[src/rtl/riscv_rsb.sv]
// riscv_rsb: Return Stack Buffer for the RISC-V ID stage.
// It watches each decoded instruction and does one of three things:
//   - pushes the link address on calls;
//   - pops on returns;
//   - replaces the top entry on coroutine swaps.
// The top-of-stack entry is offered to the branch unit as the return prediction.
//
// Ports:
//   clk_i         clock
//   rst_i         synchronous active-high reset (clears pointers and entries)
//   stall_i       ID stalled; the instruction is ignored
//   flush_i       pipeline flush; empties the stack (entries kept)
//   insn_valid_i  insn_i / insn_pc_i carry a real instruction
//   insn_pc_i     PC of insn_i
//   insn_i        instruction; bits[1:0] != 2'b11 means 16-bit in bits[15:0]
//   rsb_pc_o      predicted return address (entry at tos)
//   rsb_valid_o   stack is non-empty
module riscv_rsb #(
  parameter int XLEN      = 32,
  parameter int RSB_DEPTH = 4,
  parameter int HAS_RVC   = 0
) (
  input  logic            clk_i,
  input  logic            rst_i,
  input  logic            stall_i,
  input  logic            flush_i,
  input  logic            insn_valid_i,
  input  logic [XLEN-1:0] insn_pc_i,
  input  logic [31:0]     insn_i,
  output logic [XLEN-1:0] rsb_pc_o,
  output logic            rsb_valid_o
);

  localparam int PTR_W = $clog2(RSB_DEPTH);
  localparam int CNT_W = $clog2(RSB_DEPTH + 1);

  typedef enum logic [1:0] {
    ACT_NONE,
    ACT_PUSH,
    ACT_POP,
    ACT_POPPUSH
  } act_e;

  logic [XLEN-1:0]  entries [RSB_DEPTH];
  logic [PTR_W-1:0] tos;
  logic [PTR_W-1:0] tos_inc;
  logic [CNT_W-1:0] cnt;

  act_e            action;
  logic            is_16;
  logic [XLEN-1:0] push_val;

  logic [6:0] opcode;
  logic [4:0] rd;
  logic [4:0] rs1;
  logic [4:0] c_rs1;
  logic [4:0] c_rs2;
  logic       rd_link;
  logic       rs1_link;
  logic       c_rs1_link;

  // Immediate fields of 32-bit jumps play no part in the prediction.
  logic unused_bits;
  assign unused_bits = &{1'b0, insn_i[31:20]};

  function automatic logic is_link(input logic [4:0] r);
    return (r == 5'd1) || (r == 5'd5);
  endfunction

  assign is_16      = (insn_i[1:0] != 2'b11);
  assign opcode     = insn_i[6:0];
  assign rd         = insn_i[11:7];
  assign rs1        = insn_i[19:15];
  assign c_rs1      = insn_i[11:7];
  assign c_rs2      = insn_i[6:2];
  assign rd_link    = is_link(rd);
  assign rs1_link   = is_link(rs1);
  assign c_rs1_link = is_link(c_rs1);

  assign push_val = insn_pc_i + (is_16 ? XLEN'(2) : XLEN'(4));
  assign tos_inc  = tos + PTR_W'(1);

  // Call/return classification from the RISC-V link-register hint rules.
  // C.JALR always links through x1, so rs1=x5 is a swap and rs1=x1 a plain push.
  always_comb begin
    action = ACT_NONE;
    if (!is_16) begin
      if (opcode == 7'b1101111) begin
        if (rd_link) action = ACT_PUSH;
      end else if (opcode == 7'b1100111) begin
        if (!rd_link && rs1_link)                  action = ACT_POP;
        else if (rd_link && !rs1_link)             action = ACT_PUSH;
        else if (rd_link && rs1_link && rd != rs1) action = ACT_POPPUSH;
        else if (rd_link)                          action = ACT_PUSH;
      end
    end else if (HAS_RVC != 0) begin
      if (XLEN == 32 && insn_i[15:13] == 3'b001 && insn_i[1:0] == 2'b01) begin
        action = ACT_PUSH;
      end else if (insn_i[1:0] == 2'b10 && c_rs1 != 5'd0 && c_rs2 == 5'd0) begin
        if (insn_i[15:12] == 4'b1000 && c_rs1_link) begin
          action = ACT_POP;
        end else if (insn_i[15:12] == 4'b1001) begin
          action = (c_rs1 == 5'd5) ? ACT_POPPUSH : ACT_PUSH;
        end
      end
    end
  end

  // Circular stack: a push on a full stack silently overwrites the oldest
  // entry, because tos simply wraps onto it. Flush empties the stack by
  // pointer only.
  always_ff @(posedge clk_i) begin
    if (rst_i) begin
      tos <= '0;
      cnt <= '0;
      for (int i = 0; i < RSB_DEPTH; i++) entries[i] <= '0;
    end else if (flush_i) begin
      tos <= '0;
      cnt <= '0;
    end else if (!stall_i && insn_valid_i) begin
      unique case (action)
        ACT_PUSH: begin
          tos              <= tos_inc;
          entries[tos_inc] <= push_val;
          if (cnt != CNT_W'(RSB_DEPTH)) cnt <= cnt + CNT_W'(1);
        end
        ACT_POP: begin
          if (cnt != '0) begin
            tos <= tos - PTR_W'(1);
            cnt <= cnt - CNT_W'(1);
          end
        end
        ACT_POPPUSH: begin
          entries[tos] <= push_val;
          if (cnt == '0) cnt <= CNT_W'(1);
        end
        default: ;
      endcase
    end
  end

  assign rsb_pc_o    = entries[tos];
  assign rsb_valid_o = (cnt != '0);

endmodule

[config.mk]
export PLATFORM = sky130hd
export DESIGN_NAME = riscv_rsb
export DESIGN_NICKNAME = d
export VERILOG_FILES = /design/src/rtl/riscv_rsb.sv
export SDC_FILE = /design/constraint.sdc
export NUM_CORES = 1
export LEC_CHECK = 0
export ABC_AREA = 1
export BUFFER_PORTS_ARGS = -buffer_cell sky130_fd_sc_hd__buf_4
export CORE_UTILIZATION = 30
export DETAILED_ROUTE_END_ITERATION = 12
export PLACE_DENSITY = 0.45
export REMOVE_ABC_BUFFERS = 1
export SYNTH_ARGS = -nofsm -noshare
export SYNTH_HDL_FRONTEND = slang
export SYNTH_SLANG_ARGS = --single-unit
[constraint.sdc]
create_clock -name clk_i -period 7 [get_ports clk_i]
set_input_delay 1.05 -clock clk_i [delete_from_list [all_inputs] [get_ports clk_i]]
set_output_delay 1.05 -clock clk_i [all_outputs]
set_load 0.05 [all_outputs]
# Word level (Yosys, flattened, before mapping)

Memory sizes are Yosys's and may differ from the RTL's. A register that Yosys moved wholly into a read port is not among the register bits.
Cells that the tools add are included.
Widths: inputs -> output; s select.

Latch bits: 0
Memory bits (read-only): 0
RAM bits: 128
Logic and storage cells: 76
Register bits: 5
Memories kept: 1
Bits of input ports: 69

Memory list:

| name    | depth | bits a word | rd ports | clocked after memory_dff | wr ports | RTL line | RTL |
|---|---|---|---|---|---|---|---|
| entries | 4     | 32          | 1        | 1                        | 4        | 44       | `logic [XLEN-1:0] entries [RSB_DEPTH];` |

Div/mod/pow operators: 0
Shift operators: 0
$add $sub $neg: 5
Multiplexer cells: 34
Equality and inequality tests: 15
Bitwise operators: 0
Multipliers: 0
Reductions and logical operators: 19
$lt $le $gt $ge: 0

Operator list:

| kind                | number |
|---|---|
| $mux 32             | 2 |
| $reduce_or 32->1    | 2 |
| $add 32x3->32       | 1 |
| $mux 2              | 11 |
| $mux 1              | 15 |
| $eq 7x7->1 const B  | 2 |
| $mux 3              | 4 |
| $eq 5x1->1 const B  | 2 |
| $eq 5x3->1 const B  | 2 |
| $pmux 3 s3          | 1 |
| $ne 2x2->1 const B  | 4 |
| $reduce_bool 3->1   | 2 |
| $logic_and 1x1->1   | 5 |
| $ne 5x5->1          | 1 |
| $reduce_and 5->1    | 1 |
| $eq 2x2->1 const B  | 2 |
| $pmux 2 s2          | 1 |
| $add 3x1->3 const B | 1 |
| $logic_not 1->1     | 3 |
| $logic_not 3->1     | 1 |
| $ne 3x3->1 const B  | 1 |
| $reduce_and 3->1    | 1 |
| $sub 3x1->3 const B | 1 |
| $add 2x1->2 const B | 1 |
| other kinds (5)     | 6 |

# Depth between registers and ports, before layout

Gate-level depths: netlist of run 1.

Depth in word-level cells: 19
Gate-level depth with buffers: 14
Gate-level depth less buffers: 14

# Worst setup path before layout of run 1

Ideal clock, no wire load.

Kind: input port to flip-flop
Start point: input port insn_i[1]
End point: memory entries[3][0], enable pin
Stages: 9
Path slack: 3.323 ns
Arrival time: 3.256 ns
Data required time: 6.579 ns
Cell sequence: nand2_1 -> inv_2 -> nand2_1 -> nor2_1 -> nand2_2 -> xor2_1 -> nand2_1 -> nand2_1 -> nor2_1

RTL lines:

| what        | RTL line | RTL |
|---|---|---|
| from (decl) | 29       | `input logic [31:0] insn_i,` |
| to (decl)   | 44       |  |

==> results of run 1 <==
[metrics by stage]
step / util, % / hold WS (ns) / total power (W) / area [um^2] / setup WS [ns]
final: 37.4 / 0.531 / 0.00194 / 8500 / 2.93
after global routing: 37.4 / 0.573 / 0.00200 / 8500 / 2.51
after CTS: 37.4 / 0.532 / 0.00196 / 8500 / 2.82
after detailed placement: 34.8 / 0.517 / 0.00107 / 7910 / 2.36
after global placement: 34.8 / 0.521 / 0.00107 / 7910 / 2.41
after floorplan: - / 0.473 / 0.000999 / 6820 / 2.51
[power by group]
group | switching [W] | internal (W)
clock network | 0.000340 | 0.000553
registers | 0.00000605 | 0.000909
logic | 0.0000886 | 0.0000436
[cell families after synthesis]
| kind of cell | count (synthesis) |
|---|---|
| simple gates | 411 |
| flops | 135 |
| buf+inv | 126 |
| compound gates | 119 |
| fa+ha+maj | 4 |
| xor+xnor | 3 |
[flip-flops by register name, indices dropped and copies added, names as in the netlist, named ones only]
signal / count
entries: 128
cnt: 3
tos: 2
[routing by layer]
layer | track usage (%) | routed length (um) | up-vias
met5 | 0 | 0 | -
met4 | 4.90 | 198 | 0
met3 | 3.33 | 865 | 17
met2 | 29.1 | 9410 | 118
met1 | 21.6 | 8720 | 2586
li1 | - | - | 2851
[synthesized netlist by cell type]
library cell,count
a21oi_1,5
a31o_2,1
a31oi_1,1
buf_1,3
buf_2,12
clkbuf_1,16
clkinv_1,1
dfxtp_1,7
edfxtp_1,128
fa_1,2
ha_1,2
inv_1,88
inv_2,6
nand2_1,105
nand2_2,2
nand3_1,46
nand3_2,2
nand4_1,19
nor2_1,220
nor2_2,2
nor3_1,6
nor3_2,3
nor3_4,1
nor4_1,2
o211ai_1,2
o21ai_0,70
o21ai_1,1
o21bai_1,4
o22ai_1,32
o31ai_1,3
or2_2,3
xnor2_1,1
xor2_1,2
[tightest hold or removal path: stages, from the launching register on]
cell,delay (ns)
dfxtp_1,0.34
nand2_1,0.07
a21oi_1,0.07
[final cells by class]
class | count | share of cell area (%)
multi-input combinational | 537 | 29.4
inverter | 95 | 4.20
timing repair buffer | 96 | 8.48
tap | 285 | 4.20
clock inverter | 14 | 1.87
clock buffer | 17 | 5.01
sequential | 135 | 46.9
[worst max path at each step]
stage	startpoint	endpoint	slack, ns
after floorplan	insn_i[8]	entries[2][0]	2.51
after detailed placement	insn_i[8]	entries[2][20]	2.36
after global routing	insn_i[11]	entries[2][25]	2.51
after global placement	insn_i[8]	entries[2][20]	2.41
after CTS	insn_i[8]	entries[2][8]	2.82
final	insn_i[8]	entries[2][8]	2.93
==> impl_results.md, run 1 <==
- Status: finished clean
- Share of cells above drive strength 1: 16.7%
- FF-to-FF Start: tos[1]
- Commonest cells after routing, fill and taps aside: nor2_1 (219), edfxtp_1 (128), nand2_1 (103)
- Diode count: 0
- All-layer global routing usage: 16.9%
- CP cell instances: buf_4 -> inv_2 -> nand2_1 -> nor2_2 -> nand3_2 -> nor3_4 -> nand2_1 -> inv_2 -> nand2_2 -> nand2_1 -> buf_4
- Final setup TNS: 0 ns
- Postcts setup bufs: 0
- Initial DRC Count: 343
- Simple-gate share of the synthesized area: 24.8%
- Hold WC Path Type: flip-flop to flip-flop
- Area Growth Syn to Fin: 22.3%
- Routed wire length: 19,200 um
- Syn. warnings: 0
- GP Congestion: 0.826
- # rows: 55
- Root buf cell: clkbuf_16
- Lkg Pwr: 3.44 nW
- Total number of vias: 5,572
- Mapped Cells: 798
- Slowest cell on the critical path: nand2_1
- Reg-to-reg endpoint: entries[2][8]
- FF-to-FF path depth: 6
- Post-CTS Hold Buffers: 0
- CTS sink cnt: 135
- HPWL Detailed: 12,300 um
- Crit Path Max Fanout: 33
- Multi-input logic area: 0.00249 mm^2
- Total CTS buffers: 17
- DR WL/cell: 16.3 um
- CTS clk-pin slew, worst paths: 0.05 ns
- Avg Cell Area, Syn: 8.71 um^2
- Core area: 0.0227 mm^2
- DR vias/cell: 4.73
- Final nets: 955
- Die height: 154 um
- Post-Syn Area: 0.00695 mm^2
- Most common cell after layout, fill and taps aside: nor2_1
- GR Overflow Total: 0
- Min Tclk post-route: 4.07 ns
- First-pass GRT wire length: 29,700 um
- PwrDens: 228 mW/mm^2
- Max_slew headroom: 42.9%
- Tcrit/Tclk final: 58.2%
- Starting Density: 30.6%
- Fin. Hold Viols: 0
- Reg2Reg Setup Slack: 4.19 ns
- RSZ-0062 raised after global routing: false
- Final cell count without fillers: 1,179
- Initial DRT Pass Iterations: 4
- # setup viols final: 0
- Unique masters post-synth: 33
- CP arrival: 4.16 ns
- Io pins: 102
- Hold Path End: tos[1]
- CP max stage delay: 0.67 ns
- Crit path required time: 7.08 ns
- Worst slew pin tran: 0.853 ns
- Layout Skew: 0.00627 ns
- Stages on worst setup path: 11
- Post-synthesis register bit count: 135
- Htree depth: 4
- Synth Area in XOR/XNOR: 0.378%
- Post-synth top area share: 55.3%
- CTS tree: built
- Worst-case clock buffer depth: 2
- Worst Hold Depth: 2
- Die ar.: 0.0238 mm^2
- Largest family of logic cells by synthesized area: simple AND/OR/NAND/NOR gates
- Max rail drop VDD: 165 uV
- DRC: 0
- Register area: 0.00399 mm^2
- Clk_lat worst skew: 0.43 ns
- Initial antenna violation count: 0
- Hold_sp: tos[1]
- CP endpoint kind: flip-flop
- CP startpoint kind: input pin
- Die Wd: 154 um
- DRT antenna net count: 0
- Mux contribution to synthesized area: 0%
- Vias in the first global route: 5,298
- # fillers: 2,353
- Adder-cell share of the synthesized area: 0.936%
- Number of gates resized after cts: 0
- Post-synthesis compound-gate area fraction: 9.54%
- Area contributors post-synth: edfxtp_1 (55%), nor2_1 (12%), nand2_1 (5.7%), o21ai_0 (5.0%), inv_1 (4.8%)
- Area leader, netlist: edfxtp_1
- Buf+Inv Stages, Crit Path: 4
- Cell mode on critical path: nand2_1
- Slew Viols, Final: 0
- Inst Count DP: 1,148
- Critical path class: input pin to flip-flop
- FMAX: 245 MHz
- Seq/Total Area, Yosys: 57.3%
- Largest net degree at the start of global routing: 66
- IO Port Bufs: 86
- Cell family with most CP delay: simple AND/OR/NAND/NOR gates
- MaxCap Viol Count: 0
(Power assumes the default switching activity.)
==> inputs of run 2 (changes only) <==
==> constraint.sdc (replaced) <==
create_clock -name clk_i -period 4 [get_ports clk_i]
set_input_delay 0.6 -clock clk_i [delete_from_list [all_inputs] [get_ports clk_i]]
set_output_delay 0.6 -clock clk_i [all_outputs]
set_load 0.05 [all_outputs]
==> impl_results.md, run 2 (same netlist as run 1, synthesis figures left out) <==
- Reg-to-reg endpoint: entries[1][17]
- Final nets: 957
- Number of gates resized after cts: 0
- Inst Count DP: 1,150
- Share of cells above drive strength 1: 16.6%
- FF-to-FF path depth: 7
- Postcts setup bufs: 0
- Initial DRT Pass Iterations: 6
- Worst slew pin tran: 0.742 ns
- Status: finished clean
- Initial DRC Count: 328
- DR WL/cell: 16.6 um
- Worst setup margin: 1.22 ns
- DRC: 0
- Crit path required time: 4.05 ns
- Crit Path Max Fanout: 32
- CTS clk-pin slew, worst paths: 0.06 ns
- Final cell count without fillers: 1,182
- Hold WC Path Type: input pin to flip-flop
- Slew Viols, Final: 0
- Die Wd: 154 um
- Most common cell after layout, fill and taps aside: nor2_1
- # setup viols final: 0
- CTS sink cnt: 135
- Largest net degree at the start of global routing: 65
- Total number of vias: 5,631
- Min Tclk post-route: 2.78 ns
- Worst-case clock buffer depth: 2
- Core area: 0.0227 mm^2
- CP endpoint: entries[1][17]
- Reg2Reg Setup Slack: 1.61 ns
- Die ar.: 0.0238 mm^2
- Max FFs per register: 128
- CP arrival: 2.83 ns
- Die height: 154 um
- HPWL Detailed: 12,400 um
- Area Growth Syn to Fin: 22.3%
- DR vias/cell: 4.76
- Starting Density: 30.6%
- Critical Path Start: insn_i[1]
- Critical path class: input pin to flip-flop
- CP startpoint kind: input pin
- # rows: 55
- Fin. Hold Viols: 0
- Tcrit/Tclk final: 69.5%
- Lkg Pwr: 3.45 nW
- IO Port Bufs: 86
- DRT antenna net count: 0
- Htree depth: 4
- PwrDens: 394 mW/mm^2
- Overall power: 0.00335 W
- Vias in the first global route: 5,559
- Largest register by flop count: entries
- FF-to-FF Start: tos[1]
- Diode count: 0
- Max_slew headroom: 50.5%
- Routed wire length: 19,600 um
- GR Overflow Total: 0
- Post-CTS Hold Buffers: 0
- Worst hold margin: 0.486 ns
- Commonest cells after routing, fill and taps aside: nor2_1 (219), edfxtp_1 (128), nand2_1 (105)
- Total CTS buffers: 17
- RSZ-0062 raised after global routing: false
- Clk_lat worst skew: 0.42 ns
- # fillers: 2,362
- CP endpoint kind: flip-flop
- Io pins: 102
- Max rail drop VDD: 261 uV
- All-layer global routing usage: 17.3%
- MaxCap Viol Count: 0
- FMAX: 360 MHz
- GP Congestion: 0.812
- Post-Place Worst Slack: 0.704 ns
- Root buf cell: clkbuf_16
- First-pass GRT wire length: 30,400 um
- CTS tree: built
- Biggest regs: entries: 128 flops, cnt: 3 flops, tos: 2 flops
- Layout Skew: 0.00916 ns
- Initial antenna violation count: 0
[run 2: area by class of cell]
type                            count  area (um^2)  area share, %
Clock inverter                     13          131           1.55
Inverter                           95          357           4.19
Clock buffer                       19          433           5.09
Sequential cell                   135         3990           46.9
Timing Repair Buffer               98          748           8.80
Tap cell                          285          357           4.19
Multi-Input combinational cell    537         2490           29.3
[run 2: metal layers]
| layer | part of all wire (%) | vias up | global-route usage (%) | wire [um] |
|---|---|---|---|---|
| met4 | 1.3 | 0 | 5.29 | 247 |
| li1 | - | 2857 | - | - |
| met2 | 50 | 109 | 30.9 | 9810 |
| met1 | 45 | 2644 | 20.8 | 8850 |
| met3 | 3.6 | 21 | 3.53 | 698 |
| met5 | 0 | - | 0 | 0 |
[run 2: stage by stage]
| step | TNS (ns) | utilization (%) | area (um^2) |
|---|---|---|---|
| after detailed placement | 0 | 34.9 | 7940 |
| final | 0 | 37.4 | 8500 |
| after global placement | 0 | 34.9 | 7940 |
| after floorplan | -1.29 | - | 6820 |
| after global routing | 0 | 37.4 | 8500 |
| after CTS | 0 | 37.4 | 8500 |
[run 2: where the power goes]
group / internal, W / switching [W] / total, W / leakage [nW]
logic: 0.0000775 / 0.000157 / 0.000234 / 1.83
registers: 0.00159 / 0.0000110 / 0.00160 / 1.35
clock network: 0.000912 / 0.000599 / 0.00151 / 0.268
total: 0.00258 / 0.000767 / 0.00335 / 3.45
[run 2: critical path: stages]
cell     delay (ns)
buf_4          0.08
nand2_1        0.07
inv_2          0.16
nand2_1        0.07
nor2_1         0.20
nand2_2        0.15
nand2_1        0.09
nand3_1        0.11
inv_2          0.12
nand3_2        0.48
nand2_1        0.21
buf_4          0.47
[run 2: how the worst min path moves through the flow]
| stage | start | to | slack [ns] | depth (start not counted) |
|---|---|---|---|---|
| 2_1_floorplan | tos[1] | flip-flop | 0.47 | 2 |
| 3_3_place_gp | tos[1] | tos[1] | 0.52 | 2 |
| 3_5_place_dp | tos[1] | tos[1] | 0.52 | 2 |
| 4_1_cts | flush_i | cnt[0] | 0.49 | 4 |
| 5_1_grt | flush_i | cnt[0] | 0.52 | 4 |
| 6_report | flush_i | cnt[0] | 0.49 | 4 |
